$ cat src/rtl/systolic_col_collector.sv
// Deskews bottom-row PE partial sums, accumulates them per row across K-passes, and queues finished rows.
// Latency NUM_COL cycles from the column-0 sample to out_valid; in_ready is advisory and rows arriving at a full FIFO are dropped (ovf_err).

// Row FIFO with combinational head; a push into a full FIFO is accepted only if the head pops in the same cycle.
module systolic_col_fifo #(
    parameter int WIDTH = 128,
    parameter int DEPTH = 8,
    parameter int CNT_W = $clog2(DEPTH + 1)
) (
    input  logic             clk,
    input  logic             reset_n,
    input  logic             push_vld_i,
    input  logic [WIDTH-1:0] push_dat_i,
    output logic             drop_o,
    output logic             head_vld_o,
    input  logic             head_rdy_i,
    output logic [WIDTH-1:0] head_dat_o,
    output logic [CNT_W-1:0] count_o
);
    localparam int PTR_W = (DEPTH > 1) ? $clog2(DEPTH) : 1;

    logic [WIDTH-1:0] mem_q [DEPTH];
    logic [PTR_W-1:0] wr_ptr_q, rd_ptr_q;
    logic [CNT_W-1:0] cnt_q, cnt_d;
    logic             full, pop, wr_en;

    function automatic logic [PTR_W-1:0] ptr_inc(input logic [PTR_W-1:0] p);
        return (p == PTR_W'(DEPTH - 1)) ? '0 : p + PTR_W'(1);
    endfunction

    assign full       = (cnt_q == CNT_W'(DEPTH));
    assign head_vld_o = (cnt_q != '0);
    assign pop        = head_vld_o && head_rdy_i;
    assign wr_en      = push_vld_i && (!full || pop);
    assign drop_o     = push_vld_i && full && !pop;
    assign head_dat_o = head_vld_o ? mem_q[rd_ptr_q] : '0;
    assign count_o    = cnt_q;

    always_comb begin
        cnt_d = cnt_q;
        if (wr_en && !pop) begin
            cnt_d = cnt_q + CNT_W'(1);
        end else if (pop && !wr_en) begin
            cnt_d = cnt_q - CNT_W'(1);
        end
    end

    always_ff @(posedge clk) begin
        if (wr_en) begin
            mem_q[wr_ptr_q] <= push_dat_i;
        end
    end

    always_ff @(posedge clk or negedge reset_n) begin
        if (!reset_n) begin
            wr_ptr_q <= '0;
            rd_ptr_q <= '0;
            cnt_q    <= '0;
        end else begin
            if (wr_en) wr_ptr_q <= ptr_inc(wr_ptr_q);
            if (pop)   rd_ptr_q <= ptr_inc(rd_ptr_q);
            cnt_q <= cnt_d;
        end
    end
endmodule

module systolic_col_collector #(
    parameter int NUM_COL    = 4,
    parameter int BW_ACCU    = 32,
    parameter int ACC_DEPTH  = 8,
    parameter int FIFO_DEPTH = 8
) (
    input  logic                         clk,
    input  logic                         reset_n,
    input  logic                         in_valid,
    input  logic [$clog2(ACC_DEPTH)-1:0] in_row,
    input  logic                         in_first,
    input  logic                         in_last,
    input  logic [NUM_COL*BW_ACCU-1:0]   col_data_in,
    output logic                         in_ready,
    output logic                         out_valid,
    input  logic                         out_ready,
    output logic [NUM_COL*BW_ACCU-1:0]   out_data,
    output logic                         ovf_err
);
    localparam int ROW_W = $clog2(ACC_DEPTH);
    localparam int DAT_W = NUM_COL * BW_ACCU;
    localparam int CNT_W = $clog2(FIFO_DEPTH + 1);

    // Stage 0 samples at the column-0 edge; stage NUM_COL-1 lines up with the deskewed data.
    logic [NUM_COL-1:0] vld_q, first_q, last_q;
    logic [ROW_W-1:0]   row_q [NUM_COL];

    always_ff @(posedge clk or negedge reset_n) begin
        if (!reset_n) begin
            vld_q   <= '0;
            first_q <= '0;
            last_q  <= '0;
            for (int i = 0; i < NUM_COL; i++) row_q[i] <= '0;
        end else begin
            vld_q   <= {vld_q[NUM_COL-2:0], in_valid};
            first_q <= {first_q[NUM_COL-2:0], in_first};
            last_q  <= {last_q[NUM_COL-2:0], in_last};
            row_q[0] <= in_row;
            for (int i = 1; i < NUM_COL; i++) row_q[i] <= row_q[i-1];
        end
    end

    logic [DAT_W-1:0] algn_dat;

    for (genvar c = 0; c < NUM_COL; c++) begin : g_lane
        localparam int LEN = NUM_COL - c;
        logic [BW_ACCU-1:0] dly_q [LEN];

        always_ff @(posedge clk or negedge reset_n) begin
            if (!reset_n) begin
                for (int i = 0; i < LEN; i++) dly_q[i] <= '0;
            end else begin
                dly_q[0] <= col_data_in[c*BW_ACCU +: BW_ACCU];
                for (int i = 1; i < LEN; i++) dly_q[i] <= dly_q[i-1];
            end
        end

        assign algn_dat[c*BW_ACCU +: BW_ACCU] = dly_q[LEN-1];
    end

    logic             a_vld, a_first, a_last;
    logic [ROW_W-1:0] a_row;
    logic [DAT_W-1:0] acc_q [ACC_DEPTH];
    logic [DAT_W-1:0] acc_rd, acc_d;

    assign a_vld   = vld_q[NUM_COL-1];
    assign a_first = first_q[NUM_COL-1];
    assign a_last  = last_q[NUM_COL-1];
    assign a_row   = row_q[NUM_COL-1];
    assign acc_rd  = acc_q[a_row];

    // Read-modify-write in one cycle, so a row may be hit on consecutive cycles.
    always_comb begin
        acc_d = algn_dat;
        if (!a_first) begin
            for (int c = 0; c < NUM_COL; c++) begin
                acc_d[c*BW_ACCU +: BW_ACCU] = acc_rd[c*BW_ACCU +: BW_ACCU] + algn_dat[c*BW_ACCU +: BW_ACCU];
            end
        end
    end

    always_ff @(posedge clk or negedge reset_n) begin
        if (!reset_n) begin
            for (int r = 0; r < ACC_DEPTH; r++) acc_q[r] <= '0;
        end else if (a_vld) begin
            acc_q[a_row] <= acc_d;
        end
    end

    logic             fifo_drop;
    logic [CNT_W-1:0] fifo_cnt;
    logic             ovf_q;

    systolic_col_fifo #(
        .WIDTH (DAT_W),
        .DEPTH (FIFO_DEPTH),
        .CNT_W (CNT_W)
    ) u_fifo (
        .clk        (clk),
        .reset_n    (reset_n),
        .push_vld_i (a_vld && a_last),
        .push_dat_i (acc_d),
        .drop_o     (fifo_drop),
        .head_vld_o (out_valid),
        .head_rdy_i (out_ready),
        .head_dat_o (out_data),
        .count_o    (fifo_cnt)
    );

    always_ff @(posedge clk or negedge reset_n) begin
        if (!reset_n) begin
            ovf_q <= 1'b0;
        end else if (fifo_drop) begin
            ovf_q <= 1'b1;
        end
    end

    assign ovf_err = ovf_q;
    // Keep room for up to NUM_COL rows already inside the deskew pipeline.
    assign in_ready = (fifo_cnt < CNT_W'(FIFO_DEPTH - NUM_COL));
endmodule
$ cat config.mk
export PLATFORM = sky130hd
export DESIGN_NAME = systolic_col_collector
export DESIGN_NICKNAME = d
export VERILOG_FILES = /design/src/rtl/systolic_col_collector.sv
export SDC_FILE = /design/constraint.sdc
export NUM_CORES = 2
export LEC_CHECK = 0
export ABC_CLOCK_PERIOD_IN_PS = 14600
export CAP_MARGIN = 20
export CELL_PAD_IN_SITES_DETAIL_PLACEMENT = 0
export CELL_PAD_IN_SITES_GLOBAL_PLACEMENT = 1
export CORE_MARGIN = 1.5
export CORE_UTILIZATION = 47
export CTS_CLUSTER_DIAMETER = 100
export DETAILED_ROUTE_END_ITERATION = 12
export PLACE_DENSITY = 0.79
export SLEW_MARGIN = 20
export SYNTH_ARGS = -nofsm -noshare
export SYNTH_HDL_FRONTEND = slang
export SYNTH_HIERARCHICAL = 1
export SYNTH_SLANG_ARGS = --single-unit
$ cat constraint.sdc
create_clock -name clk -period 14.6 [get_ports clk]
set_input_delay 2.19 -clock clk [delete_from_list [all_inputs] [get_ports clk]]
set_output_delay 2.19 -clock clk [all_outputs]
set_load 0.05 [all_outputs]
---- After elaboration in Yosys (flattened, before gate mapping) ----
Memory sizes are Yosys's and may differ from the RTL's.
Cells that the tools add are included.
cells by class
  add/sub/neg operators ................... 8
  $mul .................................... 0
  divide/modulo/power cells ............... 0
  magnitude comparators ................... 3
  eq/ne operators ......................... 3
  shifts and indexed selects .............. 0
  mux-type cells .......................... 14
  bitwise gates (word level) .............. 1
  reduce and logical (&&, ||, !) cells .... 14
operators by type and width
  operator                                                     number
  bitwise mux 1024 bit                                         1
  2-to-1 mux 128 bit                                           5
  binary-select mux 128 bit (select 3 bit)                     1
  demux 128 bit (select 3 bit)                                 1
  adder 32 bit                                                 4
  logical AND 1 bit                                            8
  2-to-1 mux 4 bit                                             2
  adder 3 x 1 -> 3 bit (second input constant)                 2
  equality test 3 bit (second input constant)                  2
  2-to-1 mux 3 bit                                             2
  adder 4 x 1 -> 4 bit (second input constant)                 1
  equality test 4 bit (second input constant)                  1
  >= comparator 4 bit (second input constant)                  1
  less-than comparator 4 x 1 -> 1 bit (second input constant)  1
  less-than comparator 4 x 3 -> 1 bit (second input constant)  1
  NOT 3 -> 4 bit                                               1
  nonzero test 4 bit                                           1
  subtractor 4 x 1 -> 4 bit (second input constant)            1
  zero test 1 bit                                              3
  2-to-1 mux 1 bit                                             2
  nonzero test 2 bit                                           1
  logical OR 1 bit                                             1
storage, ports and cells
  flip-flop bits (word level) ............. 1,379
  latch bits .............................. 0
  bits in writable memories ............... 1,024
  memory bits (read-only) ................. 0
  input port bits ......................... 137
  output and inout port bits .............. 131
  logic and storage cells ................. 73
  memories kept ........................... 1
memories
  name          depth  width  read ports  clocked after Yosys merged registers in  wr ports  line  RTL
  u_fifo.mem_q  8      128    1           0                                        1         22    logic [WIDTH-1:0] mem_q [DEPTH];

---- Longest topological paths before layout ----
  depth after elaboration ................. 8
  mapped depth ............................ 20
  gate-level depth less buffers ........... 17

---- Hierarchy ----
Netlist, hierarchy kept.
by module, submodules not included
  module                  instances  cells each  area an instance (um^2)  sequential area each (um^2)
  systolic_col_collector  1          5,973       61,184.9                 34,257.9
  systolic_col_fifo       1          1,564       38,861.0                 30,999.7

---- Worst setup path after synthesis ----
Ideal clock, no wire load.
  path kind ............................... input-to-reg
  start point ............................. input out_ready
  end point ............................... memory u_fifo.mem_q[0][0] (enable)
  library setup time ...................... 0.928 ns
  arrival time ............................ 14.491 ns
  required time ........................... 13.672 ns
  slack ................................... -0.819 ns
  stages on the path ...................... 3
  path buffers ............................ 0
  path through ............................ or2b_1 > o21ai_2 > nor4_1
on the way
  cells in the longest elaborated chain, start to end .. 5
RTL lines
  element                                 line  RTL
  start: declaration                      82    input logic out_ready,
  logical AND 1 bit                       33    assign pop = head_vld_o && head_rdy_i;
  logical OR 1 bit                        34    assign wr_en = push_vld_i && (!full || pop);
  logical AND 1 bit                       34
  2-to-1 mux 1 bit                        49    if (wr_en) begin
  2-to-1 mux 1 bit (implied by the code)  50    mem_q[wr_ptr_q] <= push_dat_i;
  end: declaration                        22
No other way between the ends.

---- Final worst setup path ----
  start point ............................. register u_fifo.rd_ptr_q[1]
  end point ............................... output out_data[37]
on the way
  cells in the longest elaborated chain, start to end .. 2
RTL lines
  element                   line  RTL
  start: declaration        23    logic [PTR_W-1:0] wr_ptr_q, rd_ptr_q;
  start signal: assignment  61    if (pop) rd_ptr_q <= ptr_inc(rd_ptr_q);
  memory (8 x 128 bit)      n/a
  2-to-1 mux 128 bit        36    assign head_dat_o = head_vld_o ? mem_q[rd_ptr_q] : '0;
  end: declaration          83    output logic [NUM_COL*BW_ACCU-1:0] out_data,
No other way between the ends.

==> run summary <==
Status -> complete, no violations
Port buffer count -> 267
Nature of the critical path endpoint -> primary output
Die height -> 464 um
CTS tree -> built
Post-Route WL -> 249,000 um
Worst-case clock skew -> 0.0458 ns
Non-filler instance count after layout -> 10,700
Fmax -> 0.132 GHz
Max FO, Critical Path -> 131
Crit-path max cell delay -> 0.83 ns
Ys async rst share -> 57.4%
First-pass DRT Iterations -> 7
Synth Net Count -> 7,810
Setup TNS Final -> 0 ns
Power Total -> 22.5 mW
Fin crit period -> 7.58 ns
Grt ovf -> 0
Top cells by area, synth -> dfrtp_1 34%, edfxtp_1 31%, mux4_2 5.9%, o21ai_0 5.9%, nand2_1 4.3%
Routed len/inst -> 23.3 um
WL met2 -> 120,000 um
Clock transition at the registers of the reported paths -> 0.06 ns
CTS Sinks -> 2,403
Buffers & Inverters on Critical Path -> 4
Setup slack at placement -> 7.84 ns
CTS H-tree depth -> 4
Site Rows -> 169
Yosys top cell by area -> dfrtp_1
GRT Util Overall -> 23.2%
Post-route ant nets -> 0
Post-Place Cells -> 10,200
Leak pwr -> 45.5 nW
Fill count -> 17,400
Fraction of synthesized cell area taken by the top area cell type -> 34.5%
Clk Latency, worst-skew pair -> 0.90 ns
Area of the core -> 212,000 um2
Period utilization -> 51.9%
Max-cap viol count -> 0
Synth warnings -> 6
VDD IR max -> 0.146 mV
Distinct cells, synth -> 100
Synth Register Bits -> 2,403
Area grow syn2layout -> 13.7%
Vias in the first global route -> 62,300
Dpl hpwl -> 146,000 um
Root buf cell -> clkbuf_16
First-pass GRT wire length -> 385,000 um
Routability Congestion -> 0.863
Routed vias/inst -> 5.72
Die Wd -> 464 um
Post-synth top flop -> dfrtp_1
Initial antenna violation count -> 8
Final setup fails -> 0
Post-route setup slack -> 7.02 ns
Power per cell area -> 198 nW/um2
Largest net degree at the start of global routing -> 190
Setup Fix Bufs, Post-CTS -> 0
M1 WL -> 110,000 um
Final Slew Violations -> 0
Synth cell count leaders -> 1,379 x dfrtp_1, 1,173 x o21ai_0, 1,138 x nand2_1, 1,024 x edfxtp_1, 356 x clkbuf_1
Slew HR -> 20.5%
CTS Hold Bufs -> 0
Mapped Area -> 100,000 um2
CP startpoint kind -> flop
Critical path's slowest cell -> buf_4
Layout cells sized above 1 -> 13.8%
Critical path's most frequent cell -> buf_4
Critical path arrival -> 5.39 ns
Cells after Synth -> 7,537
CTS Buf Count -> 238
Starting Density -> 47.2%
Final Hold Vio Count -> 0
Ports -> 268
Worst-margin pin slew -> 1.18 ns
Post-synth EDFFs -> 1,024
WS Path Type -> reg -> out
Final nets -> 7,940
WL met3 -> 12,500 um
Detailed Route Iter0 Violations -> 5,251
Highest routed metal layer -> met4
Syn_area_per_cell -> 13.3 um2
Top delay family on crit path -> buffers and inverters
HP Class -> reg -> reg
RSZ-0062 raised after global routing -> false
Worst-path cell chain -> buf_12 > buf_4 > buf_4 > mux4_2 > a22o_1 > clkdlybuf4s50_1
Worst hold slack -> 0.320 ns
Die ar. -> 216,000 um2
Clock Path Buffers -> 3
Vias -> 61,300
Post_cts resized -> 0
DR DRC count -> 0
Most frequent cell after synthesis -> dfrtp_1
Sequential element share of the synthesized area -> 65.2%
Worst Path Required -> 12.41 ns
-- worst register-to-register path, cell delays in order, from the launching register on --
cell and delay [ns]:
dfrtp_4 0.77, buf_4 0.68, buf_4 0.83, mux2_2 0.46
a22oi_1 0.18, o22a_1 0.16, o21ai_0 0.15, fa_1 0.48
a21oi_1 0.21, o21ai_1 0.14, a2111oi_2 0.53, o31ai_1 0.28
a31o_2 0.33, nand4_1 0.15, nand3_1 0.11, xor2_1 0.15
mux2i_1 0.76, inv_1 0.29
-- kinds of logic after synthesis --
family | share of synthesized area, %
xor+xnor | 0.899
compound gates | 13.0
mux | 10.6
buf+inv | 2.79
flops | 65.2
simple gates | 5.82
fa+ha+maj | 1.74
-- stage by stage --
step | instance area, um2 | utilization, %
4_1_cts | 114000 | 53.6
3_5_place_dp | 105000 | 49.7
6_report | 114000 | 53.7
2_1_floorplan | 100000 | -
5_1_grt | 114000 | 53.7
3_3_place_gp | 105000 | 49.7
-- state kept, by name, indices dropped and copies added, names as in the netlist --
| register | flops |
|---|---|
| ovf_err | 1 |
| u_fifo/count_o | 4 |
| last_q | 4 |
| acc_q | 1024 |
| g_lane.dly_q | 224 |
| a_row | 3 |
| vld_q | 4 |
| u_fifo/mem_q | 1024 |
| u_fifo/wr_ptr_q | 3 |
| row_q | 9 |
| u_fifo/rd_ptr_q | 3 |
| first_q | 4 |
| algn_dat | 96 |
-- cell type report --
type	instances	area, um2	area share, %
flip-flops and latches	2403	65300	57.4
multi-input cells	4485	32200	28.3
clock buffers	327	6640	5.84
repair buffers	382	3770	3.31
well taps	2821	3530	3.10
clock inverters	124	1680	1.47
inverters	157	594	0.523
diodes	15	37.5	0.0330
-- routing by layer --
layer	GRT usage [%]	up-vias
li1	-	28000
met5	0	-
met1	33.1	31300
met4	6.61	0
met3	2.84	336
met2	37.6	1712
-- path summary, 6_finish.rpt --
check | cells past startpoint | start | slack [ns] | endpoint
setup / recovery | 6 | u_fifo/rd_ptr_q[1]$_DFFE_PN0N_ | 7.02 | out_data[37]
hold / removal | 0 | vld_q[1]$_DFF_PN0_ | 0.32 | vld_q[2]$_DFF_PN0_
setup reg to reg | 17 | a_row[0]$_DFF_PN0_ | 7.62 | u_fifo/mem_q[2][120]$_DFFE_PP_
hold reg to reg | 0 | vld_q[1]$_DFF_PN0_ | 0.32 | vld_q[2]$_DFF_PN0_
max in group asynchronous | 4 | reset_n | 9.96 | a_row[2]$_DFF_PN0_
min in group asynchronous | 1 | reset_n | 1.25 | g_lane[0].dly_q[102]$_DFF_PN0_
-- cells in the final DEF, fill, tap and decap left out, drive strengths merged, types with 124 or more instances in the layout --
master,netlist,routed
a21oi,170,170
a22o,129,129
a22oi,249,249
clkbuf,359,327
clkdlybuf4s50,4,266
dfrtp,1379,1379
edfxtp,1024,1024
ha,131,131
inv,157,166
mux2,256,256
mux2i,171,171
mux4,262,262
nand2,1141,1141
nor2,125,125
o21ai,1237,1237
o22a,124,124
-- power by group --
part           switching, mW  leakage, nW  internal [mW]  total (mW)
clock network           2.64         4.02           3.76        6.41
registers              0.605         26.2           8.51        9.12
logic                   4.34         15.2           2.66        6.99
Power figures use the tool's default switching activity.
